## src/rtl/step_pkg.sv

```systemverilog
// Shared types and encodings for the adaptive step-size sequencer.
package step_pkg;

  typedef enum logic [2:0] {
    IDLE,
    ACC_ONE,
    ACC_TWO,
    EVAL,
    DIVIDE,
    REJECT,
    FAULT
  } step_state_e;

  localparam logic [1:0] COORD_ACC1 = 2'b00;
  localparam logic [1:0] COORD_ACC2 = 2'b01;
  localparam logic [1:0] COORD_EVAL = 2'b11;
  localparam logic [1:0] COORD_HOLD = 2'b10;

  localparam logic [1:0] FAULT_NONE  = 2'b00;
  localparam logic [1:0] FAULT_EXC   = 2'b01;
  localparam logic [1:0] FAULT_RETRY = 2'b10;
  localparam logic [1:0] FAULT_DIV   = 2'b11;

  // Phase code presented to the datapath while in a given state.
  function automatic logic [1:0] coord_of(step_state_e s);
    logic [1:0] c;
    c = COORD_HOLD;
    case (s)
      ACC_ONE:        c = COORD_ACC1;
      ACC_TWO:        c = COORD_ACC2;
      EVAL, DIVIDE:   c = COORD_EVAL;
      default:        c = COORD_HOLD;
    endcase
    return c;
  endfunction

  function automatic logic is_busy(step_state_e s);
    return (s != IDLE) && (s != FAULT);
  endfunction

endpackage

```

## src/rtl/step_watchdog.sv

```systemverilog
// Loadable down-counter; used as the divider timeout and the EVAL settle delay.
module step_watchdog #(
  parameter int unsigned CNT_W = 6
) (
  input  logic             clk,
  input  logic             rst_n,
  input  logic             i_load,
  input  logic [CNT_W-1:0] i_load_val,
  input  logic             i_dec,
  output logic             o_expired_c
);

  logic [CNT_W-1:0] r_cnt;

  always_ff @(posedge clk or negedge rst_n) begin
    if (!rst_n) begin
      r_cnt <= '0;
    end else if (i_load) begin
      r_cnt <= i_load_val;
    end else if (i_dec && (r_cnt != '0)) begin
      r_cnt <= r_cnt - CNT_W'(1);
    end
  end

  assign o_expired_c = (r_cnt == '0);

endmodule

```

## src/rtl/step_size_controller.sv

```systemverilog
// Sequencing FSM for the adaptive step-size datapath: accumulate, evaluate,
// then either regrow h through the divider or halve it and retry.
module step_size_controller
  import step_pkg::*;
#(
  parameter int unsigned WIDTH       = 16,
  parameter int unsigned MAX_RETRY   = 8,
  parameter int unsigned DIV_TIMEOUT = 40
) (
  input  logic             Clk,
  input  logic             reset,
  input  logic             start,
  input  logic [WIDTH-1:0] hInit,
  input  logic             accDoneOne,
  input  logic             accDoneTwo,
  input  logic             compareGE,
  input  logic             divFinished,
  input  logic             exceptionErr,
  input  logic [WIDTH-1:0] hModified,
  input  logic [WIDTH-1:0] halfHStep,
  output logic [1:0]       coord,
  output logic             divEnable,
  output logic [WIDTH-1:0] hStep,
  output logic             incTime,
  output logic             stepFinish,
  output logic             busy,
  output logic             fault,
  output logic [1:0]       faultCode,
  output logic [3:0]       retryCount
);

  localparam int unsigned CNT_W = $clog2(DIV_TIMEOUT + 1);

  step_state_e      r_state, w_state_n;
  logic [WIDTH-1:0] r_h, w_h_n;
  logic [3:0]       r_retry, w_retry_n;
  logic [1:0]       r_code, w_code_n;
  logic [1:0]       r_coord;
  logic             r_div_en, r_inc, r_fin, r_busy, r_fault;
  logic             w_inc_n, w_fin_n;
  logic             w_wd_load, w_wd_dec, w_wd_expired;
  logic [CNT_W-1:0] w_wd_val;

  step_watchdog #(.CNT_W(CNT_W)) u_watchdog (
    .clk         (Clk),
    .rst_n       (reset),
    .i_load      (w_wd_load),
    .i_load_val  (w_wd_val),
    .i_dec       (w_wd_dec),
    .o_expired_c (w_wd_expired)
  );

  always_ff @(posedge Clk or negedge reset) begin
    if (!reset) begin
      r_state  <= IDLE;
      r_h      <= '0;
      r_retry  <= '0;
      r_code   <= FAULT_NONE;
      r_coord  <= COORD_HOLD;
      r_div_en <= 1'b0;
      r_inc    <= 1'b0;
      r_fin    <= 1'b0;
      r_busy   <= 1'b0;
      r_fault  <= 1'b0;
    end else begin
      r_state  <= w_state_n;
      r_h      <= w_h_n;
      r_retry  <= w_retry_n;
      r_code   <= w_code_n;
      r_coord  <= coord_of(w_state_n);
      r_div_en <= (w_state_n == DIVIDE);
      r_inc    <= w_inc_n;
      r_fin    <= w_fin_n;
      r_busy   <= is_busy(w_state_n);
      r_fault  <= (w_state_n == FAULT);
    end
  end

  always_comb begin
    w_state_n = r_state;
    w_h_n     = r_h;
    w_retry_n = r_retry;
    w_code_n  = r_code;
    w_inc_n   = 1'b0;
    w_fin_n   = 1'b0;
    w_wd_load = 1'b0;
    w_wd_val  = '0;
    w_wd_dec  = 1'b0;

    case (r_state)
      IDLE: begin
        if (start) begin
          if (hInit == '0) begin
            w_state_n = FAULT;
            w_code_n  = FAULT_DIV;
          end else begin
            w_h_n     = hInit;
            w_retry_n = '0;
            w_state_n = ACC_ONE;
          end
        end
      end
      ACC_ONE: if (accDoneOne) w_state_n = ACC_TWO;
      ACC_TWO: begin
        if (accDoneTwo) begin
          w_state_n = EVAL;
          w_wd_load = 1'b1;
          w_wd_val  = CNT_W'(1);
        end
      end
      // First EVAL cycle drains the settle count; the verdict is taken on the second.
      EVAL: begin
        if (!w_wd_expired) begin
          w_wd_dec = 1'b1;
        end else if (compareGE) begin
          w_inc_n   = 1'b1;
          w_state_n = DIVIDE;
          w_wd_load = 1'b1;
          w_wd_val  = CNT_W'(DIV_TIMEOUT - 1);
        end else begin
          w_state_n = REJECT;
        end
      end
      DIVIDE: begin
        if (divFinished) begin
          if (hModified == '0) begin
            w_state_n = FAULT;
            w_code_n  = FAULT_DIV;
          end else begin
            w_h_n     = hModified;
            w_fin_n   = 1'b1;
            w_retry_n = '0;
            w_state_n = IDLE;
          end
        end else if (w_wd_expired) begin
          w_state_n = FAULT;
          w_code_n  = FAULT_DIV;
        end else begin
          w_wd_dec = 1'b1;
        end
      end
      // h is only replaced when the retry actually proceeds.
      REJECT: begin
        w_retry_n = r_retry + 4'd1;
        if (halfHStep == '0) begin
          w_state_n = FAULT;
          w_code_n  = FAULT_DIV;
        end else if ((r_retry + 4'd1) == 4'(MAX_RETRY)) begin
          w_state_n = FAULT;
          w_code_n  = FAULT_RETRY;
        end else begin
          w_h_n     = halfHStep;
          w_state_n = ACC_ONE;
        end
      end
      default: w_state_n = FAULT;
    endcase

    // Datapath exceptions pre-empt every other transition out of a busy state.
    if (is_busy(r_state) && exceptionErr) begin
      w_state_n = FAULT;
      w_code_n  = FAULT_EXC;
      w_h_n     = r_h;
      w_retry_n = r_retry;
      w_inc_n   = 1'b0;
      w_fin_n   = 1'b0;
      w_wd_load = 1'b0;
      w_wd_dec  = 1'b0;
    end
  end

  assign coord      = r_coord;
  assign divEnable  = r_div_en;
  assign hStep      = r_h;
  assign incTime    = r_inc;
  assign stepFinish = r_fin;
  assign busy       = r_busy;
  assign fault      = r_fault;
  assign faultCode  = r_code;
  assign retryCount = r_retry;

endmodule
```

## config.mk

```make
export PLATFORM = sky130hd
export DESIGN_NAME = step_size_controller
export DESIGN_NICKNAME = d
export VERILOG_FILES = /design/src/rtl/step_pkg.sv /design/src/rtl/step_watchdog.sv /design/src/rtl/step_size_controller.sv
export SDC_FILE = /design/constraint.sdc
export NUM_CORES = 1
export LEC_CHECK = 0
export ABC_AREA = 1
export CAP_MARGIN = 20
export CORE_MARGIN = 5
export CORE_UTILIZATION = 46
export DETAILED_ROUTE_END_ITERATION = 12
export PLACE_DENSITY = 0.9
export SLEW_MARGIN = 25
export SYNTH_ARGS = -nofsm -noshare
export SYNTH_HDL_FRONTEND = slang
export SYNTH_HIERARCHICAL = 1
export SYNTH_SLANG_ARGS = --single-unit
```

## constraint.sdc

```tcl
create_clock -name Clk -period 3.4 [get_ports Clk]
set_clock_uncertainty 0.15 [all_clocks]
set_input_delay 0.51 -clock Clk [delete_from_list [all_inputs] [get_ports Clk]]
set_output_delay 0.51 -clock Clk [all_outputs]
set_load 0.02 [all_outputs]
```

==> Word level (Yosys, flattened, before mapping) <==
Index checks and enable logic that the tools add are counted.
{ "word_totals": {"ff_bits": 38, "latch_bits": 0, "mem_bits_rw": 0, "mem_bits_ro": 0, "word_cells": 113, "memories": 0} }
{ "op_classes": {"add_sub_neg": 2, "multipliers": 0, "n_div": 0, "order_cmp": 0, "n_eq_ne": 24, "n_shift": 0, "muxes": 56, "bitwise_logic": 1, "n_reduce_logical": 19} }
{ "op_table": {"columns": ["cell", "n"], "rows": [
  ["16-bit two-way mux", 6],
  ["16-bit logical NOT", 3],
  ["16-bit case mux with 3 select lines", 1],
  ["3-bit two-way mux", 11],
  ["6-bit two-way mux", 4],
  ["3-bit case mux with 6 select lines", 1],
  ["2-bit two-way mux", 8],
  ["4-bit two-way mux", 4],
  ["1-bit two-way mux", 15],
  ["3-bit by 2-bit == test with 1-bit output (second input constant)", 4],
  ["3-bit == test (second input constant)", 4],
  ["2-bit != test (second input constant)", 6],
  ["3-bit != test (second input constant)", 4],
  ["4-bit != test (second input constant)", 3],
  ["2-bit case mux with 3 select lines", 2],
  ["4-bit case mux with 3 select lines", 1],
  ["6-bit case mux with 2 select lines", 1],
  ["6-bit AND reduction", 2],
  ["3-bit nonzero test", 3],
  ["8-bit AND reduction", 1],
  ["3-bit by 1-bit == test with 1-bit output (second input constant)", 2],
  ["6-bit logical NOT", 1],
  ["6-bit nonzero test", 1],
  ["6-bit by 1-bit subtractor with 6-bit output (second input constant)", 1],
  ["9 further kinds", 13]
]} }

==> Logic depth before layout (Yosys ltp) <==
Gate-level depths: netlist (run 1).
{ "depth": {"ltp_word": 9, "ltp_mapped": 14} }

==> Modules after synthesis <==
Netlist (run 1), hierarchy kept.
{ "modules_own_cells": {"columns": ["module", "instances", "cells_per_inst", "area_each_um2", "seq_area_each_um2"], "rows": [
  ["step_size_controller", 1, 306, 2077.0, 802.0],
  ["step_watchdog", 1, 55, 425.4, 150.1]
]} }

==> Worst setup path after synthesis (run 1) <==
No wires, ideal clock.
{ "synth_timing": {"kind": "reg2reg", "startpoint": "register u_watchdog.r_cnt[0]", "endpoint": "register u_watchdog.r_cnt[4]", "setup_time_ns": 0.124, "t_arrival_ns": 1.696, "t_required_ns": 3.126, "setup_slack_ns": 1.429, "path_stages_with_launch": 13, "cell_sequence": "dfrtp_1 > inv_1 > ha_1 > nand3_2 > inv_1 > nand2_1 > o21ai_0 > nand2_1 > inv_1 > buf_2 > inv_1 > nand3_1 > nand3_1"} }
{ "synth_via": {"word_cells_on_any_way": 16} }
{ "synth_rtl": {"columns": ["item", "line_no", "text"], "rows": [
  ["start: declaration", "step_watchdog.sv:13", "logic [CNT_W-1:0] r_cnt;"],
  ["start signal: assignment", "step_watchdog.sv:19", "r_cnt <= i_load_val;"],
  ["start signal: assignment", "step_watchdog.sv:21", "r_cnt <= r_cnt - CNT_W'(1);"],
  ["6-bit logical NOT (*)", "step_watchdog.sv:25", "assign o_expired_c = (r_cnt == '0);"],
  ["named net w_wd_expired", "step_size_controller.sv:41", "logic w_wd_load, w_wd_dec, w_wd_expired;"],
  ["1-bit two-way mux (*)", "step_size_controller.sv:113", "if (!w_wd_expired) begin"],
  ["1-bit case mux with 2 select lines (*)", "step_size_controller.sv:90", "case (r_state)"],
  ["1-bit two-way mux (*)", "step_size_controller.sv:160", "if (is_busy(r_state) && exceptionErr) begin"],
  ["named net w_wd_load", "step_size_controller.sv:41", null],
  ["6-bit two-way mux or 2-bit nonzero test (tied branches)", null, null]
]} }
Mark *: on every way through the listed nets, which the timed path passes. The rest lies on a longest branch. The select of a mux whose other input is x is not followed.
A chain may end at the register's enable or synchronous reset.

==> Final worst setup path (run 1) <==
{ "layout_timing": {"startpoint": "register r_state[0]", "endpoint": "register r_h[15], in the netlist hStep[15]"} }
{ "layout_via": {"elab_chain_len": 5, "word_cells_on_any_way": 17} }
{ "layout_lines": {"columns": ["item", "line_no", "text"], "rows": [
  ["start: declaration", "step_size_controller.sv:34", "step_state_e r_state, w_state_n;"],
  ["start signal: assignment", "step_size_controller.sv:66", "r_state <= w_state_n;"],
  ["3-bit != test or 3-bit nonzero test (tied branches)", "step_pkg.sv:38", "return (s != IDLE) && (s != FAULT);"],
  ["1-bit logical AND", "step_pkg.sv:38", null],
  ["1-bit logical AND", "step_size_controller.sv:160", null],
  ["1-bit NOT (no line)", null, null],
  ["8-bit AND reduction (no line)", null, null],
  ["end signal: assignment", "step_size_controller.sv:67", "r_h <= w_h_n;"],
  ["end: declaration", "step_size_controller.sv:35", "logic [WIDTH-1:0] r_h, w_h_n;"]
]} }
Several ways; a longest one is shown, not always the timed one.

==> impl_metrics.py, run 1 <==
metrics = {
    "run_status": {
        "outcome": "completed",
    },
    "cts": {
        "root_buffer": "clkbuf_8",
        "post_cts_buffers": 0,
        "clockBufferDepth": 2,
        "htreeDepth": 2,
        "ctsHoldBuffers": 0,
        "clk_latency_ns": 0.29,
        "cts_made_buffers": 5,
        "cts_tree": "yes",
        "cts_resized": 0,
        "clk_pin_slew_ns": 0.07,
        "clkSinkCount": 38,
    },
    "sta": {
        "final.setup.tns_ns": 0,
        "setup_viol": 0,
        "final.period_utilization_pct": 70.8,
        "drv_slew": 0,
        "relSlewSlack_pct": 43.1,
        "worstMarginPinSlew_ns": 0.854,
        "fin_crit_ns": 2.41,
        "hold_viol_final": 0,
        "rsz0062_at_grt": "no",
        "timing.fmax_ghz": 0.415,
    },
    "floorplanning": {
        "rows": 26,
        "die_h_um": 83.8,
        "die-area_sq_um": 7010,
        "core_sq_um": 5200,
        "die_w_um": 83.8,
        "start_util_pct": 48.1,
        "num_io_pins": 85,
    },
    "setup_path": {
        "path_cells": "nor2_4 > nand2_1 > inv_1 > nand2_1 > inv_1 > nor2_4 > nand2_4 > nand2_1 > o21ai_2",
        "crit_buf_inv": 2,
        "rr_endpoint": "hStep[15]",
        "crit_end": "hStep[15]",
        "crit_slowest_cell": "dfrtp_1",
        "startpoint": "r_state[0]",
        "crit_cells": 9,
        "r2r_slack_ns": 0.99,
        "reg2regPathDepth": 9,
        "cp.required_ns": 3.47,
        "crit_top_cell": "nand2_1",
        "cpPeakStageDelay_ns": 0.49,
        "criticalPathCategory": "register to register",
        "reg2reg_from": "r_state[0]",
        "cp_top_family": "simple AND/OR/NAND/NOR gates",
        "crit_path_end_kind": "register",
        "start_kind": "register",
        "arrival_ns": 2.47,
        "crit_fanout": 32,
    },
    "yosys": {
        "syn_avg_cell_area_sq_um": 6.93,
        "yosys-top-cells-area": "dfrtp_1 (37%), nand2_1 (20%), nor2_1 (7.4%), o21ai_2 (6.3%), nand3_1 (6.0%)",
        "synthCells": 361,
        "ys_types": 26,
        "syn_area_sq_um": 2500,
        "yosysTopAreaCell": "dfrtp_1",
        "yosysWarnings": 6,
        "ys_seq_elements": 38,
        "yosysSeqAreaShare_pct": 38.1,
        "synth.top_cell.area_share_pct": 37.0,
    },
    "global_route": {
        "globalRouteTotalUtil_pct": 20.2,
        "grt_overflow": 0,
        "grt_start_max_net_pins": 39,
        "antenna_found_initial": 0,
        "grt_pass1_vias": 2607,
        "grt_pass1_wl_um": 11600,
    },
    "place": {
        "place_inst": 506,
        "finalWeightedCongestion": 0.843,
        "dp_hpwl_um": 5420,
        "port_buffers": 84,
    },
    "drt": {
        "drc_errors": 0,
        "ant_nets": 0,
        "via_per_inst": 5.11,
        "dr.first_iter.drc_count": 126,
        "dr_total_vias": 2621,
        "wire_per_inst_um": 13.5,
        "wl_um": 6920,
        "detail_route.first_pass.iterations": 4,
    },
    "cells_and_area": {
        "diodes": 0,
        "drive_gt1_share_pct": 9.03,
        "fin_cells": 513,
        "multi_input_area_sq_um": 1370,
        "regArea_sq_um": 952,
        "areaGrowthSynthToFinish_pct": 37.2,
        "fin_nets": 502,
        "fill_cells": 435,
    },
    "flow_run": {
        "maxCapViolCount": 0,
    },
    "pwr": {
        "power_leakage_uw": 0.00165,
        "ir_worst_vdd_mv": 0.122,
        "p_per_area_nw_per_um2": 249,
    },
    "min_path": {
        "hp-class": "input pin to asynchronous set/reset pin",
    },
}
## layout make-up
type | instances | area share, %
Clock buffer | 7 | 2.22
Inverter | 31 | 3.39
Multi-Input combinational cell | 283 | 39.8
Sequential cell | 38 | 27.7
Tap cell | 70 | 2.55
Timing Repair Buffer | 84 | 24.3
## routing by layer
| layer | GRT usage [%] | up-vias | routed length [um] |
|---|---|---|---|
| met5 | 0 | - | 0 |
| met4 | 8.04 | 0 | 193 |
| met3 | 4.64 | 22 | 352 |
| met2 | 35.8 | 90 | 3570 |
| met1 | 23.3 | 1192 | 2810 |
| li1 | - | 1317 | - |
## per-stage QoR
| stage | utilization [%] | cell area (sq um) | total power, uW | hold WS (ns) | worst slack (ns) |
|---|---|---|---|---|---|
| after CTS | 66.0 | 3430 | 866 | 0.206 | 1.00 |
| final | 66.0 | 3430 | 855 | 0.176 | 0.993 |
| after global placement | 64.5 | 3360 | 573 | 0.315 | 0.939 |
| after floorplan | - | 2510 | 485 | 0.0644 | 1.43 |
| after global routing | 66.0 | 3430 | 893 | 0.248 | 0.787 |
| after detailed placement | 64.5 | 3360 | 574 | 0.322 | 0.867 |
## synthesized netlist by cell type (all sizes together)
| library cell | count |
|---|---|
| nor2 | 53 |
| nand3 | 33 |
| inv | 31 |
| clkbuf | 1 |
| nand4 | 8 |
| xnor2 | 2 |
| buf | 9 |
| dfrtp | 37 |
| ha | 3 |
| conb | 1 |
| a221oi | 2 |
| dfstp | 1 |
| a21oi | 16 |
| xor2 | 1 |
| nand2 | 134 |
| or2 | 1 |
| o21ai | 28 |
## worst min path at each step
stage	from	endpoint	slack [ns]	cells after the start
floorplan	reset	busy	0.06	0
global placement	hStep[4]	hStep[4]	0.31	2
detailed placement	hStep[0]	hStep[0]	0.32	2
CTS	reset	hStep[13]	0.21	1
global route	reset	hStep[13]	0.25	1
finish	reset	hStep[14]	0.18	1
## where the power goes
part | leakage (uW) | switching [uW] | internal, uW
Combinational | 0.00113 | 44.1 | 66.6
Sequential | 0.000487 | 1.01 | 454
Clock | 0.0000383 | 149 | 141
Total | 0.00165 | 194 | 662
## registers in the layout (all words and copies together), names as in the netlist, 2 cells and up
| name | count |
|---|---|
| coord | 2 |
| retryCount | 4 |
| faultCode | 2 |
| r_state | 3 |
| u_watchdog/r_cnt | 6 |
| hStep | 16 |
## cell usage in the layout (no fill, tap or decap), drive strengths merged
master	n
a21oi	16
a221oi	2
buf	1
clkbuf	7
clkdlybuf4s50	83
conb	2
dfrtp	37
dfstp	1
ha	3
inv	31
nand2	134
nand3	33
nand4	8
nor2	53
o21ai	28
or2	1
xnor2	2
xor2	1
## logic make-up after synthesis
logic type      after synthesis  share of synthesized area, %
compound gates               46                          12.2
xor+xnor                      3                          1.05
fa+ha+maj                     3                          1.50
buf+inv                      41                          7.55
flops                        38                          38.1
other cells                   1                         0.150
simple gates                229                          39.5
(Power assumes the default switching activity.)
==> inputs of run 2 (changes only) <==
CORE_UTILIZATION = 42   (was 46)
PLACE_DENSITY = 0.87   (was 0.9)
clock period = 2.1 ns   (was 3.4 ns; I/O delays follow)
==> impl_metrics.py, run 2 (same netlist as run 1, synthesis figures left out) <==
metrics = {
    "run_status": {
        "outcome": "completed",
    },
    "drt": {
        "detail_route.first_pass.iterations": 4,
        "drc_errors": 0,
        "dr.first_iter.drc_count": 207,
        "ant_nets": 0,
        "via_per_inst": 5.10,
        "dr_total_vias": 2705,
        "wl_um": 7250,
        "wire_per_inst_um": 13.7,
    },
    "setup_path": {
        "crit_buf_inv": 3,
        "crit_slowest_cell": "dfrtp_1",
        "criticalPathCategory": "register to register",
        "cp.required_ns": 2.13,
        "arrival_ns": 1.99,
        "path_cells": "nor2_4 > nand2_1 > inv_1 > nand2_1 > inv_1 > nor2_4 > nand2_4 > buf_12 > nand2_1 > o21ai_2",
        "cpPeakStageDelay_ns": 0.56,
        "crit_path_end_kind": "register",
        "crit_fanout": 16,
        "start_kind": "register",
        "crit_top_cell": "nand2_1",
        "cp_top_family": "simple AND/OR/NAND/NOR gates",
    },
    "global_route": {
        "use_met1_pct": 23.8,
        "antenna_found_initial": 0,
        "grt_pass1_wl_um": 11900,
        "busiest_layer": "met2",
        "grt_pass1_vias": 2662,
        "use_met2_pct": 34.5,
        "met3_usage_pct": 4.16,
        "grt_start_max_net_pins": 24,
        "grt_overflow": 0,
        "globalRouteTotalUtil_pct": 20.0,
    },
    "cts": {
        "clkSinkCount": 38,
        "clk_latency_ns": 0.29,
        "clk_pin_slew_ns": 0.07,
        "root_buffer": "clkbuf_8",
        "clockBufferDepth": 2,
        "cts_tree": "yes",
        "cts_made_buffers": 5,
        "htreeDepth": 2,
    },
    "cells_and_area": {
        "fin_cells": 530,
        "fin_nets": 513,
        "post-route-util_pct": 61.1,
        "areaGrowthSynthToFinish_pct": 42.9,
        "largest_reg_flops": 16,
        "layout_common_cells": "nand2_1 (130), clkdlybuf4s50_1 (83), nor2_1 (47)",
        "final_common_cell": "nand2_1",
        "diodes": 0,
        "drive_gt1_share_pct": 13.0,
    },
    "pwr": {
        "p_per_area_nw_per_um2": 402,
        "ir_worst_vdd_mv": 0.336,
        "power_leakage_uw": 0.00172,
        "p_total_uw": 1440,
    },
    "flow_run": {
        "maxCapViolCount": 0,
    },
    "min_path": {
        "hp-class": "register to register",
    },
    "sta": {
        "fin_crit_ns": 1.96,
        "relSlewSlack_pct": 65.5,
        "final.setup.tns_ns": 0,
        "setup_viol": 0,
        "drv_slew": 0,
        "hold_viol_final": 0,
        "timing.fmax_ghz": 0.509,
        "worstMarginPinSlew_ns": 0.517,
        "final.period_utilization_pct": 93.5,
        "holdWs_ns": 0.337,
    },
    "floorplanning": {
        "die-area_sq_um": 7600,
        "core_sq_um": 5850,
        "num_io_pins": 85,
        "rows": 28,
        "die_h_um": 87.2,
        "start_util_pct": 42.8,
        "die_w_um": 87.2,
    },
    "place": {
        "port_buffers": 84,
        "finalWeightedCongestion": 0.897,
        "dp_hpwl_um": 5780,
        "place_inst": 520,
    },
}
-- run 2: cell types whose count changed in the layout (fill, tap and decap cells not counted), moves of 2 or more --
cell / change
buf_12: +2
buf_4: +8
inv_1: -4
inv_2: +4
nor2_1: -2
nor2_2: +2
-- run 2: final timing paths --
check | startpoint | depth (start not counted) | slack (ns) | endpoint
max in group asynchronous | reset | 3 | 0.86 | u_watchdog/r_cnt[3]
max | r_state[0] | 10 | 0.14 | hStep[4]
max reg2reg | r_state[0] | 10 | 0.14 | hStep[4]
min | hStep[1] | 2 | 0.34 | hStep[1]
min in group asynchronous | reset | 2 | 0.38 | hStep[7]
min reg2reg | hStep[1] | 2 | 0.34 | hStep[1]
-- run 2: through the flow --
step | instance area (sq um) | setup slack (ns)
4_1_cts | 3560 | 0.0683
6_report | 3570 | 0.136
3_5_place_dp | 3460 | -0.0833
3_3_place_gp | 3460 | -0.0415
2_1_floorplan | 2510 | 0.129
5_1_grt | 3570 | -0.0127
-- run 2: repair_timing --
| item | CTS | global route |
|---|---|---|
| hold endpoints to repair | 21 | 0 |
| hold buffers | 1 | 0 |
| resized for setup | 0 | 8 |
| endpoints found under the setup margin | 0 | 12 |
| buffers inserted | 0 | 1 |
-- run 2: worst reg2reg max path: stages, from the launching register on --
cell	delay (ns)
dfrtp_1	0.56
nor2_4	0.08
nand2_1	0.15
inv_1	0.12
nand2_1	0.11
inv_1	0.08
nor2_4	0.20
nand2_4	0.09
buf_12	0.16
nand2_1	0.09
o21ai_2	0.06
-- run 2: report_power, final --
group          leakage [uW]  switching, uW  total (uW)  internal (uW)
Clock             0.0000482            251         516            265
Combinational       0.00119           71.5         183            112
Sequential         0.000487           2.42         737            735
Total               0.00172            325        1440           1110
-- run 2: area by class of cell --
class | instances | area [sq um]
clock buffers | 7 | 86.3
multi-input cells | 283 | 1380
fillers | 514 | 2280
inverters | 31 | 116
well taps | 75 | 93.8
repair buffers | 95 | 946
flip-flops and latches | 38 | 952
clock inverters | 1 | 5.00
-- run 2: layer usage --
layer / up-vias / wire (um)
met2: 95 / 3660
met4: 0 / 207
met3: 19 / 483
met5: - / 0
met1: 1250 / 2900
li1: 1341 / -
